$ cat config.mk
export PLATFORM = sky130hd
export DESIGN_NAME = ram_arbiter
export DESIGN_NICKNAME = d
export VERILOG_FILES = /design/src/rtl/ram_arb_pkg.sv /design/src/rtl/ram_arbiter_arb_rr2.sv /design/src/rtl/ram_arbiter.sv
export SDC_FILE = /design/constraint.sdc
export NUM_CORES = 1
export LEC_CHECK = 0
export CORE_MARGIN = 8
export CORE_UTILIZATION = 43
export DETAILED_ROUTE_END_ITERATION = 8
export PLACE_DENSITY = 0.85
export SLEW_MARGIN = 15
export SYNTH_ARGS = -nofsm -noshare
export SYNTH_HDL_FRONTEND = slang
export SYNTH_SLANG_ARGS = --single-unit
$ cat constraint.sdc
create_clock -name clk -period 3.65 [get_ports clk]
set_input_delay 0.9125 -clock clk [delete_from_list [all_inputs] [get_ports clk]]
set_output_delay 0.9125 -clock clk [all_outputs]
set_load 0.005 [all_outputs]
$ cat src/rtl/ram_arb_pkg.sv
// ram_arb_pkg: shared constants for the data-RAM arbiter.
//   - FSM state encodings (IDLE, ISSUE, WAIT, ACK)
//   - requester port indices (P_CPU, P_IO)
//   - default RAM read latency and wait-counter width
package ram_arb_pkg;

    localparam logic [1:0] IDLE  = 2'd0;
    localparam logic [1:0] ISSUE = 2'd1;
    localparam logic [1:0] WAIT  = 2'd2;
    localparam logic [1:0] ACK   = 2'd3;

    localparam logic P_CPU = 1'b0;
    localparam logic P_IO  = 1'b1;

    localparam int RD_LAT_DEF = 1;

    // Wait counter holds RD_LAT-1, and RD_LAT is at most 4.
    localparam int CNT_W = 2;

endpackage

$ cat src/rtl/ram_arbiter_arb_rr2.sv
// arb_rr2: two-way request picker.
// Ports:
//   req[1:0]    request lines, bit i = port i
//   last_grant  port that won the previous arbitration
//   fixed_prio  1: port 0 always wins a tie; 0: tie goes to the port that
//               did not win last time
//   valid       at least one request is present
//   winner      index of the chosen port (meaningful when valid is high)
module arb_rr2
    import ram_arb_pkg::*;
(
    input  logic [1:0] req,
    input  logic       last_grant,
    input  logic       fixed_prio,
    output logic       valid,
    output logic       winner
);

    always_comb begin
        valid  = |req;
        winner = P_CPU;
        if (req == 2'b11) begin
            winner = fixed_prio ? P_CPU : ~last_grant;
        end else if (req[1]) begin
            winner = P_IO;
        end
    end

endmodule

$ cat src/rtl/ram_arbiter.sv
// ram_arbiter: serialises two requesters onto one single-port data RAM.
// Port 0 is the CPU load/store path, port 1 the I/O / debug loader.
//
// Ports:
//   clk, reset              rising-edge clock, synchronous active-high reset
//   reqN/weN/addrN/dinN     request, write select, address, write data (N=0,1)
//   ackN                    one-cycle completion pulse
//   doutN                   read data, valid with ackN, held until the next
//                           read on that port completes
//   gnt                     index of the current or last owner
//   busy                    high whenever the FSM is not IDLE
//   ram_we/ram_addr/ram_din registered RAM controls
//   ram_dout                RAM read data, RD_LAT cycles after ram_addr
//
// Handshake: a requester raises reqN with weN/addrN/dinN stable and holds it
// until ackN pulses; it then drops reqN or presents a new request. A request
// still high when the FSM is back in IDLE is treated as a new request.
//
// Configuration: define ARB_FIXED_PRIO_EN for fixed priority (port 0 wins
// every tie, port 1 may starve); otherwise ties alternate round-robin.
//
// RD_LAT must lie in 1..4.
module ram_arbiter
    import ram_arb_pkg::*;
#(
    parameter int ADDR_W = 16,
    parameter int DATA_W = 16,
    parameter int RD_LAT = RD_LAT_DEF
) (
    input  logic              clk,
    input  logic              reset,
    input  logic              req0,
    input  logic              we0,
    input  logic [ADDR_W-1:0] addr0,
    input  logic [DATA_W-1:0] din0,
    output logic              ack0,
    output logic [DATA_W-1:0] dout0,
    input  logic              req1,
    input  logic              we1,
    input  logic [ADDR_W-1:0] addr1,
    input  logic [DATA_W-1:0] din1,
    output logic              ack1,
    output logic [DATA_W-1:0] dout1,
    output logic              gnt,
    output logic              busy,
    output logic              ram_we,
    output logic [ADDR_W-1:0] ram_addr,
    output logic [DATA_W-1:0] ram_din,
    input  logic [DATA_W-1:0] ram_dout
);

`ifdef ARB_FIXED_PRIO_EN
    localparam logic FIXED_PRIO = 1'b1;
`else
    localparam logic FIXED_PRIO = 1'b0;
`endif

    localparam logic [CNT_W-1:0] LAT_M1 = CNT_W'(RD_LAT - 1);

    logic [1:0]        state_q, state_d;
    logic              gnt_q, gnt_d;
    logic              last_grant_q, last_grant_d;
    logic [CNT_W-1:0]  cnt_q, cnt_d;
    logic              ram_we_q, ram_we_d;
    logic [ADDR_W-1:0] ram_addr_q, ram_addr_d;
    logic [DATA_W-1:0] ram_din_q, ram_din_d;
    logic [DATA_W-1:0] dout0_q, dout0_d;
    logic [DATA_W-1:0] dout1_q, dout1_d;

    logic pick_valid;
    logic pick_idx;

    arb_rr2 u_pick (
        .req        ({req1, req0}),
        .last_grant (last_grant_q),
        .fixed_prio (FIXED_PRIO),
        .valid      (pick_valid),
        .winner     (pick_idx)
    );

    always_comb begin
        state_d      = state_q;
        gnt_d        = gnt_q;
        last_grant_d = last_grant_q;
        cnt_d        = cnt_q;
        ram_we_d     = 1'b0;   // write strobe lives only in ISSUE of a write
        ram_addr_d   = ram_addr_q;
        ram_din_d    = ram_din_q;
        dout0_d      = dout0_q;
        dout1_d      = dout1_q;

        case (state_q)
            IDLE: begin
                if (pick_valid) begin
                    gnt_d        = pick_idx;
                    last_grant_d = pick_idx;
                    state_d      = ISSUE;
                    if (pick_idx == P_IO) begin
                        ram_we_d   = we1;
                        ram_addr_d = addr1;
                        ram_din_d  = din1;
                    end else begin
                        ram_we_d   = we0;
                        ram_addr_d = addr0;
                        ram_din_d  = din0;
                    end
                end
            end
            ISSUE: begin
                // ram_we_q is the registered direction of the granted request.
                if (ram_we_q) begin
                    state_d = ACK;
                end else begin
                    cnt_d   = LAT_M1;
                    state_d = WAIT;
                end
            end
            WAIT: begin
                if (cnt_q == '0) begin
                    if (gnt_q == P_IO) begin
                        dout1_d = ram_dout;
                    end else begin
                        dout0_d = ram_dout;
                    end
                    state_d = ACK;
                end else begin
                    cnt_d = cnt_q - CNT_W'(1);
                end
            end
            ACK: begin
                state_d = IDLE;
            end
            default: begin
                state_d = IDLE;
            end
        endcase
    end

    always_ff @(posedge clk) begin
        if (reset) begin
            state_q      <= IDLE;
            gnt_q        <= P_CPU;
            last_grant_q <= P_IO;   // so port 0 wins the first tie
            cnt_q        <= '0;
            ram_we_q     <= 1'b0;
            ram_addr_q   <= '0;
            ram_din_q    <= '0;
            dout0_q      <= '0;
            dout1_q      <= '0;
        end else begin
            state_q      <= state_d;
            gnt_q        <= gnt_d;
            last_grant_q <= last_grant_d;
            cnt_q        <= cnt_d;
            ram_we_q     <= ram_we_d;
            ram_addr_q   <= ram_addr_d;
            ram_din_q    <= ram_din_d;
            dout0_q      <= dout0_d;
            dout1_q      <= dout1_d;
        end
    end

    assign ack0     = (state_q == ACK) && (gnt_q == P_CPU);
    assign ack1     = (state_q == ACK) && (gnt_q == P_IO);
    assign dout0    = dout0_q;
    assign dout1    = dout1_q;
    assign gnt      = gnt_q;
    assign busy     = (state_q != IDLE);
    assign ram_we   = ram_we_q;
    assign ram_addr = ram_addr_q;
    assign ram_din  = ram_din_q;

endmodule

---- Word level (Yosys, flattened, before mapping) ----
Index checks and enable logic that the tools add are counted.
storage, ports and cells
  output and inout port bits .............. 69
  logic and storage cells ................. 47
  input bits .............................. 86
  register bits after elaboration ......... 71
operators by class
  eq/ne operators ......................... 8
  multiplexer cells ....................... 12
  reductions and logical operators ........ 13
  bitwise operators ....................... 4
  add/subtract/negate cells ............... 1
operator list
  cell                                                                count
  16-bit two-way mux                                                  2
  3-bit AND reduction                                                 3
  2-bit two-way mux                                                   4
  2-bit inequality test, second input constant                        4
  2-bit one-hot mux with 4 select lines                               1
  2-bit == test, second input constant                                3
  2-bit zero test                                                     2
  1-bit two-way mux                                                   4
  1-bit inverter                                                      4
  2-bit one-hot mux with 2 select lines                               1
  2-bit AND reduction                                                 2
  2-bit nonzero test                                                  2
  3-bit OR reduction                                                  1
  2-bit by 1-bit == test with 1-bit output, second input constant     1
  1-bit logical AND                                                   2
  2-bit OR reduction                                                  1
  2-bit by 1-bit subtractor with 2-bit output, second input constant  1

---- Logic depth before layout (Yosys ltp) ----
  word-level depth ........................ 3
  mapped depth ............................ 7
  depth with buffers taken out ............ 5

---- By module ----
Synthesis repeated with hierarchy kept, for this count alone.
unflattened totals
  cells, all modules ...................... 341
  area, all modules ....................... 3,111.7 µm²
modules (own cells, without submodules)
  module       area each (µm²)  instances  cells an instance  sequential area each (µm²)
  ram_arbiter  3,094.2          1          338                1,421.4
  arb_rr2      17.5             1          3                  0.0

---- Worst setup path after synthesis ----
Ideal clock, no wire load.
  path type ............................... input port to flip-flop
  start ................................... input req0
  end ..................................... register ram_addr_q[0] (netlist: ram_addr[0])
  stages .................................. 6
  arrival time ............................ 1.702 ns
  path buffers ............................ 3
  required time ........................... 3.504 ns
  slack ................................... 1.802 ns
  library setup time ...................... 0.146 ns
  cells stage by stage .................... buf_2 > a21bo_2 > buf_4 > buf_2 > nand2_1 > a211oi_2
between the ends
  longest elaborated chain between the ends .. 3
  elaborated cells between the ends (all ways) .. 5
  those cells by class .................... eq/ne: 1; mux: 2; reduce/logical: 2
ends and longest elaborated chain
  what                  line                       text
  start, declared       ram_arbiter.sv:32          input logic req0,
  2-bit == test         ram_arbiter_arb_rr2.sv:22  if (req == 2'b11) begin
  1-bit two-way mux     ram_arbiter_arb_rr2.sv:22
  16-bit two-way mux    ram_arbiter.sv:98          if (pick_idx == P_IO) begin
  end signal, assigned  ram_arbiter.sv:156         ram_addr_q <= ram_addr_d;
  end, declared         ram_arbiter.sv:65          logic [ADDR_W-1:0] ram_addr_q, ram_addr_d;
Parallel ways exist; a longest one is shown, timed or not.
A chain may end at the register's enable or synchronous reset.

---- Worst setup path in the final report ----
  start ................................... register state_q[0]
  end ..................................... output busy
between the ends
  longest elaborated chain between the ends .. 1
ends and longest elaborated chain
  what                    line                text
  start, declared         ram_arbiter.sv:60   logic [1:0] state_q, state_d;
  start signal, assigned  ram_arbiter.sv:151  state_q <= state_d;
  2-bit nonzero test      ram_arbiter.sv:168  assign busy = (state_q != IDLE);
  end, declared           ram_arbiter.sv:45   output logic busy,
No other way between the ends.

==> impl_metrics.csv <==
group,metric,value,unit
final_layout,multi_input_area,1530,um2
drt,drc_errors,0,
drt,num_vias,3177,
clock_network,post-cts-setup-buffer-count,0,
yosys,synth.most_common_cell,"nand2_1",
drt,wl,10300,um
yosys,synthTopCellsByArea,"dfxtp_1, nand2_1, a211oi_2, a21oi_1, nor2_1",
power,swShare,36.0,%
yosys,synth_ff_type,"dfxtp_1",
clock_network,cts_sinks,71,
critical_path,cp.arrival,1.72,ns
floorplanning,die_h,101,um
floorplanning,ios,155,
clock_network,post_cts_resized,0,
power,ir_drop,0.320,mV
yosys,async_reset_ff_share,0,%
global_routing,antenna_found_initial,0,
critical_path,cpPeakStageDelay,0.49,ns
timing,setup_viol,0,
place,place_inst,603,
final_layout,num_antenna_cells,0,
drt,drt_iter0_markers,122,
drt,first_pass_iters,4,
critical_path,crit_required,2.74,ns
critical_path,path_class,"reg -> out",
timing,rsz0062_at_grt,"false",
global_routing,grt_pass1_vias,3286,
hold_path,worstHoldStart,"dout0[15]",
critical_path,critPathCaptureType,"output pin",
hold_path,hold_depth,2,
global_routing,grt_max_degree,35,
place,gp_congestion,0.800,
final_layout,drive_gt1_share,10.6,%
yosys,yosysTopAreaCellShare,45.3,%
floorplanning,start_util,43.9,%
power,clock_power_share,17.5,%
clock_network,ctsHoldBuffers,0,
floorplanning,die-area,10300,um2
power,net-switching-power,1.07,mW
yosys,synth_area,3130,um2
place,hpwlAfterDp,7670,um
critical_path,rr_worst_depth,5,
critical_path,cp-startpoint,"state_q[0]",
timing,worst_slew_margin_rel,54.0,%
outcome,status,"completed",
timing,min_period_over_period,72.2,%
timing,final-max-slew-violation-count,0,
clock_network,clockRootBuffer,"clkbuf_8",
drt,routed_via_density,5.13,
yosys,yosysWarnings,0,
clock_network,cts_htree_levels,3,
clock_network,worstSkewPairLatency,0.34,ns
yosys,yosysUniqueCellTypes,35,
floorplanning,core-area,7140,um2
floorplanning,die_w,101,um
yosys,synthTopCellsByCount,"nand2_1, dfxtp_1, a21oi_1",
place,port_buffers,154,
timing,tightestPinTransition,0.690,ns
power,power.density,616,nW/um2
hold_path,hold_end,"dout0[15]",
critical_path,r2r-start,"state_q[0]",
final_layout,fillCellCount,610,
yosys,synth_nets,465,
clock_network,cts_tree,"built",
job,maxCapViolCount,0,
yosys,synth_top_family_by_area,"compound AO/OA/AOI/OAI gates",
power,pwr-share-seq,36.3,%
clock_network,path_clk_slew,0.07,ns
critical_path,crit_fanout,7,
power,internal_power,1.91,mW
timing,finalHoldViolCount,0,
critical_path,cp.buffers_inverters,3,
yosys,synth.largest_area_cell,"dfxtp_1",
yosys,synth.avg_cell_area,8.43,um2
critical_path,timing.rr.end,"dout1[8]",
yosys,synthMuxAreaShare,0.319,%
timing,finalSetupTns,0,ns
timing,period_minus_slack,2.64,ns
floorplanning,rows,31,
critical_path,crit_chain,"inv_1, ha_1, inv_1, clkdlybuf4s50_1",
clock_network,numCtsBuffers,9,
hold_path,min_path_type,"reg -> reg",
final_layout,seq_area,1420,um2
yosys,yosys_register_bits,71,
global_routing,grt_use_total,20.0,%
final_layout,syn2layout_area_growth,54.6,%
yosys,yosysSeqAreaShare,45.3,%
global_routing,grt_remaining_overflow,0,
power,finalPower,2.99,mW
yosys,yosys.area_share.adder,2.79,%
critical_path,critPathMostFrequentCell,"inv_1",
yosys,synth_compound_area_share,27.5,%
critical_path,cp_slowest_cell,"clkdlybuf4s50_1",
clock_network,clockBufferDepth,2,
drt,final_antenna_net_count,0,
power,pwr-share-comb,46.2,%
timing,max_freq,379,MHz
yosys,synthSimpleGateAreaFrac,18.2,%
final_layout,finalNetCount,608,
critical_path,crit_family,"buffers and inverters",
yosys,yosys.area_share.xor_xnor,0,%
timing,clock_skew,0.0112,ns
final_layout,stdcell_count,619,
global_routing,grt_pass1_wl,16200,um
critical_path,r2r_slack,1.88,ns
power,leakage,1.77,nW
critical_path,cp-start-kind,"flop",
yosys,synth_edf_count,0,
yosys,synthCells,372,
drt,wl_per_cell,16.6,um
==> worst reg2reg max path, delay by kind of cell (launching register included) <==
family	cells	cell delay, ns
buffers and inverters	1	0.13
flip-flops	1	0.35
adder cells (fa/ha/maj)	1	0.29
AND/OR/NAND/NOR	2	0.77
AO/OA/AOI/OAI	1	0.09
==> area by class of cell <==
class	count	share of cell area (%)
multi-input combinational	266	31.6
clock buffer	12	2.79
sequential	71	29.3
timing repair buffer	161	32.8
tap	99	2.56
clock inverter	4	0.465
inverter	6	0.465
==> per-stage QoR <==
step	util, %	setup WS (ns)	area [um2]	hold slack (ns)
CTS	67.9	0.987	4850	0.456
global placement	65.7	0.930	4690	0.441
global route	67.9	0.916	4850	0.484
finish	67.9	1.01	4850	0.454
floorplan	-	1.80	3130	0.453
detailed placement	65.7	0.836	4690	0.446
==> cells by family (layout without fill, tap and decap cells) <==
group | count (synthesis) | after routing
AND/OR/NAND/NOR | 143 | 143
AO/OA/AOI/OAI | 115 | 115
flip-flops | 71 | 71
buffers and inverters | 35 | 183
adder cells (fa/ha/maj) | 7 | 7
multiplexers | 1 | 1
==> sequential cells by signal, indices dropped and copies added (netlist names) <==
register / cells
state_q: 2
dout1: 16
ram_din: 16
last_grant_q: 1
cnt_q: 2
ram_we: 1
dout0: 16
gnt: 1
ram_addr: 16
==> cell usage in the layout, fill, tap and decap left out, drive strengths merged, types with 2 or more instances in the layout <==
master,Yosys,final
clkdlybuf4s50,0,153
nand2,97,97
dfxtp,71,71
a21oi,68,68
nor2,34,34
a211oi,33,33
clkbuf,10,12
buf,19,8
ha,7,7
inv,6,6
clkinv,0,3
a31oi,2,2
nand2b,2,2
nand3,2,2
o21a,2,2
o32ai,2,2
a22oi,2,2
==> metal layers <==
| layer | wire length (um) | vias to the layer above | track usage, % | part of all wire, % |
|---|---|---|---|---|
| li1 | - | 1542 | - | - |
| met1 | 4420 | 1485 | 23.1 | 43 |
| met2 | 4510 | 135 | 31.9 | 44 |
| met5 | 0 | - | 0 | 0 |
| met3 | 1130 | 15 | 8.11 | 11 |
| met4 | 229 | 0 | 8.36 | 2.2 |
==> power by group through the flow <==
| stage | logic, mW | registers, mW | clock network, mW |
|---|---|---|---|
| 2_1_floorplan | 0.748 | 1.11 | 0 |
| 3_3_place_gp | 1.35 | 1.09 | 0 |
| 3_5_place_dp | 1.39 | 1.10 | 0 |
| 4_1_cts | 1.40 | 1.09 | 0.537 |
| 5_1_grt | 1.51 | 1.11 | 0.571 |
| 6_report | 1.38 | 1.08 | 0.523 |
==> how the worst max path moves through the flow <==
stage	to	slack, ns	cells past startpoint
6_report	busy	1.01	4
5_1_grt	busy	0.92	4
4_1_cts	busy	0.99	4
3_5_place_dp	ram_din[1]	0.84	5
3_3_place_gp	ram_din[1]	0.93	5
2_1_floorplan	ram_addr[0]	1.80	6
(Power assumes the default switching activity.)
